## src/rtl/dmem_port_arbiter.sv

```systemverilog
// Two-port (core C / aux A) arbiter in front of a single-port data memory; build option CORE_PRIORITY_EN.
// Latency: ISSUE one cycle after the request is sampled; write done +1, read done +1+RD_LAT after ISSUE.
// Backpressure: req is only sampled in IDLE, one access is in flight at a time, and there is no preemption.
module dmem_port_arbiter #(
    parameter int DATA_W = 32,
    parameter int ADDR_W = 9,
    parameter int RD_LAT = 1
) (
    input  logic              clk,
    input  logic              reset,
    input  logic              c_req,
    input  logic              c_we,
    input  logic [ADDR_W-1:0] c_addr,
    input  logic [DATA_W-1:0] c_wdata,
    output logic              c_gnt,
    output logic              c_done,
    output logic [DATA_W-1:0] c_rdata,
    input  logic              a_req,
    input  logic              a_we,
    input  logic [ADDR_W-1:0] a_addr,
    input  logic [DATA_W-1:0] a_wdata,
    output logic              a_gnt,
    output logic              a_done,
    output logic [DATA_W-1:0] a_rdata,
    output logic              mem_wr,
    output logic              mem_rd,
    output logic [ADDR_W-1:0] mem_addr,
    output logic [DATA_W-1:0] mem_wr_data,
    input  logic [DATA_W-1:0] mem_rd_data,
    output logic              busy,
    output logic              owner
);

    typedef enum logic [1:0] {IDLE, ISSUE, WAIT, RESP} state_t;

    // The wait counter runs 0..RD_LAT-1; RD_LAT is at most 4, so two bits are enough.
    localparam logic [1:0] LAST_CNT = 2'(RD_LAT - 1);

    state_t            state;
    state_t            state_nxt;
    logic              last_owner;
    logic              lat_we;
    logic [ADDR_W-1:0] lat_addr;
    logic [DATA_W-1:0] lat_wdata;
    logic [1:0]        wait_cnt;
    logic              grant;
    logic              grant_port;

    // Next-state logic and arbitration. Requests are only looked at in IDLE.
    always_comb begin
        state_nxt  = state;
        grant      = 1'b0;
        grant_port = 1'b0;
        case (state)
            IDLE: begin
                if (c_req || a_req) begin
                    grant     = 1'b1;
                    state_nxt = ISSUE;
                    if (c_req && a_req) begin
`ifdef CORE_PRIORITY_EN
                        grant_port = 1'b0;
`else
                        grant_port = ~last_owner;
`endif
                    end else begin
                        grant_port = a_req;
                    end
                end
            end
            ISSUE:   state_nxt = lat_we ? RESP : WAIT;
            WAIT:    if (wait_cnt == LAST_CNT) state_nxt = RESP;
            RESP:    state_nxt = IDLE;
            default: state_nxt = IDLE;
        endcase
    end

    // State register.
    always_ff @(posedge clk or posedge reset) begin
        if (reset) state <= IDLE;
        else       state <= state_nxt;
    end

    // Latch the winner's command and record ownership at grant time.
    always_ff @(posedge clk or posedge reset) begin
        if (reset) begin
            owner      <= 1'b0;
            last_owner <= 1'b1;
            lat_we     <= 1'b0;
            lat_addr   <= '0;
            lat_wdata  <= '0;
        end else if (grant) begin
            owner      <= grant_port;
            last_owner <= grant_port;
            lat_we     <= grant_port ? a_we    : c_we;
            lat_addr   <= grant_port ? a_addr  : c_addr;
            lat_wdata  <= grant_port ? a_wdata : c_wdata;
        end
    end

    // Count read-latency cycles while waiting for the memory.
    always_ff @(posedge clk or posedge reset) begin
        if (reset)                wait_cnt <= '0;
        else if (state != WAIT)   wait_cnt <= '0;
        else if (wait_cnt != LAST_CNT) wait_cnt <= wait_cnt + 2'd1;
    end

    // Capture read data into the winner's register at the end of the last WAIT cycle.
    always_ff @(posedge clk or posedge reset) begin
        if (reset) begin
            c_rdata <= '0;
            a_rdata <= '0;
        end else if (state == WAIT && wait_cnt == LAST_CNT) begin
            if (owner) a_rdata <= mem_rd_data;
            else       c_rdata <= mem_rd_data;
        end
    end

    assign c_gnt       = (state == ISSUE) && !owner;
    assign a_gnt       = (state == ISSUE) &&  owner;
    assign c_done      = (state == RESP)  && !owner;
    assign a_done      = (state == RESP)  &&  owner;
    assign mem_wr      = (state == ISSUE) &&  lat_we;
    assign mem_rd      = (state == ISSUE) && !lat_we;
    assign mem_addr    = lat_addr;
    assign mem_wr_data = lat_wdata;
    assign busy        = (state != IDLE);

endmodule

```

## config.mk

```make
export PLATFORM = sky130hd
export DESIGN_NAME = dmem_port_arbiter
export DESIGN_NICKNAME = d
export VERILOG_FILES = /design/src/rtl/dmem_port_arbiter.sv
export SDC_FILE = /design/constraint.sdc
export NUM_CORES = 1
export LEC_CHECK = 0
export ABC_AREA = 1
export BUFFER_PORTS_ARGS = -buffer_cell sky130_fd_sc_hd__buf_2
export CORE_MARGIN = 3
export CORE_UTILIZATION = 45
export DETAILED_ROUTE_END_ITERATION = 12
export PLACE_DENSITY = 0.84
export SLEW_MARGIN = 30
export SYNTH_ARGS = -nofsm -noshare
export SYNTH_HDL_FRONTEND = slang
export SYNTH_SLANG_ARGS = --single-unit
```

## constraint.sdc

```tcl
create_clock -name clk -period 10 [get_ports clk]
set_input_delay 2 -clock clk [delete_from_list [all_inputs] [get_ports clk]]
set_output_delay 2 -clock clk [all_outputs]
set_load 0.05 [all_outputs]
```

==> reports/results.tsv <==
metric	value	unit
cts_max_level	3	
clock_sinks	112	
hold_class	reg -> reg	
grt_pass1_wl	22000	um
hold_violations	0	
setup-violations-final	0	
synth-seq-area-share	54.1	%
die_w	113	um
internal-power	1180	uW
worstSetupEndpointType	output port	
cts.clk_slew.worst_paths	0.07	ns
hold_buffers	0	
cts.root.buffer_cell	clkbuf_16	
power.switching	1530	uW
swShare	56.5	%
cts_tree	built	
drc_errors	0	
nets	990	
grtUsageTotal	21.1	%
drv_slew	0	
irDropWorstVdd	0.272	mV
reg2reg_from	state[0]	
yosys.cell_types.count	20	
r2r_slack	7.60	ns
rr_worst_depth	8	
final_common_cell	buf_2	
gp_congestion	0.852	
syn_nets	778	
p_total	2700	uW
min_period_over_period	35.1	%
vias	4829	
rsz0062_at_grt	no	
via_per_inst	4.77	
overflow	0	
syn2layout_area_growth	28.3	%
status	completed	
clk_latency	0.34	ns
cts_setup_buffers	0	
tns	0	ns
relSlewSlack	41.4	%
io_buffer_count	232	
layout_common_cells	232 x buf_2, 207 x nand2_1, 127 x inv_1	
synthCells	653	
core_area	0.0110	mm^2
drtAntennaViolNets	0	
cp.required	8.00	ns
clock_path_buffers	2	
yosysWarnings	0	
crit_path_max_fanout	5	
finClkSkew	0.00684	ns
wirelength	13700	um
avgSynthCellArea	7.94	um^2
p_seq_share	29.6	%
syn_area	0.00519	mm^2
endpoint	busy	
start_kind	flip-flop	
p_per_area	406	mW/mm^2
initial_utilization	47.0	%
ios	233	
grt_pass1_vias	4672	
crit_arrival	1.51	ns
cts_resized	0	
maxCapViolCount	0	
p_leak	0.00411	uW
power_frac_comb	57.5	%
drt_iter0_drc	391	
ys_seq_elements	112	
fmax	285	MHz
p_clk_share	12.9	%
setup.worst_path.start	state[0]	
critPathKind	reg -> out	
dpl.hpwl	9770	um
max_slew.worst_pin.slew	0.876	ns
num_rows	38	
dr.pass1.iters	5	
antenna_found_initial	4	
min_period	3.51	ns
grt_max_degree	81	
worstReg2RegEnd	mem_wr_data[10]	
drive_gt1_share	30.0	%
die_area	0.0129	mm^2
avgRoutedWirePerCell	13.5	um
post-route-util	60.4	%
numCtsBuffers	9	
fp.dieH	113	um
-- cells in the mapped netlist --
master | number | area (um^2)
nand3_1 | 86 | 430
nor2_4 | 1 | 11.3
nor2_8 | 1 | 20.0
nand2_1 | 207 | 777
buf_6 | 4 | 45.0
dfrtp_1 | 111 | 2780
nand2_4 | 1 | 11.3
a21oi_1 | 1 | 5.00
inv_1 | 128 | 480
clkbuf_1 | 2 | 7.51
buf_4 | 5 | 37.5
buf_2 | 20 | 100
ha_1 | 5 | 62.6
inv_2 | 3 | 11.3
nand2_2 | 3 | 18.8
o21ai_0 | 68 | 340
clkbuf_2 | 1 | 5.00
nor2_1 | 4 | 15.0
dfstp_2 | 1 | 26.3
clkinv_2 | 1 | 5.00
-- sequential cells by signal (all words and copies together) (netlist names) --
name	cells
mem_wr_data	32
owner	1
mem_addr	9
last_owner	1
a_rdata	32
c_rdata	32
state	2
wait_cnt	2
lat_we	1
-- worst min path at each step --
| stage | from | end | cells past startpoint | slack [ns] |
|---|---|---|---|---|
| after CTS | last_owner | last_owner | 2 | 0.47 |
| after detailed placement | mem_wr_data[28] | mem_wr_data[28] | 2 | 0.46 |
| after global placement | mem_wr_data[0] | mem_wr_data[0] | 2 | 0.46 |
| after global routing | mem_wr_data[25] | mem_wr_data[25] | 2 | 0.50 |
| after floorplan | last_owner | last_owner | 2 | 0.45 |
| final | last_owner | last_owner | 2 | 0.47 |
-- power groups by stage --
stage	Clock, uW	Combinational (uW)	Sequential, uW
final	349	1550	801
after global routing	380	1660	830
after CTS	359	1570	800
after detailed placement	0	1570	803
after global placement	0	1530	796
after floorplan	0	469	1540
-- worst max-delay path, stage by stage, from the launching register on --
cell     delay [ns]
dfrtp_1        0.42
inv_1          0.10
ha_1           0.25
inv_2          0.13
buf_2          0.28
-- stage by stage --
stage	instances	setup WS, ns	instance area, um^2	hold slack (ns)
5_1_grt	1013	6.37	6660	0.498
3_3_place_gp	994	6.29	6340	0.457
4_1_cts	1010	6.47	6640	0.472
2_1_floorplan	653	5.04	5190	0.450
6_report	1013	6.49	6660	0.470
3_5_place_dp	994	6.25	6340	0.459
-- kinds of logic (layout without fill, tap and decap cells) --
kind of cell,after synthesis,after routing,synth area share [%]
AND/OR/NAND/NOR,303,303,24.7
other,0,3,0
flip-flops,112,112,54.1
adder cells (fa/ha/maj),5,5,1.21
AO/OA/AOI/OAI,69,69,6.66
buffers and inverters,164,381,13.3
-- area by class of cell --
type	instances	area, um^2
sequential	112	2800
fill	1023	4370
timing repair buffer	233	1170
tap	140	175
antenna	3	7.51
multi-input combinational	377	1700
inverter	132	499
clock buffer	9	225
clock inverter	7	72.6
-- per-layer routing --
| layer | global-route usage [%] | vias up | share of wire [%] |
|---|---|---|---|
| li1 | - | 2396 | - |
| met1 | 26.3 | 2231 | 41 |
| met2 | 36.1 | 162 | 51 |
| met3 | 4.01 | 38 | 5.1 |
| met4 | 8.89 | 2 | 3.1 |
| met5 | 0 | - | 0.095 |
Note: power is estimated with default switching activity, not from simulation.
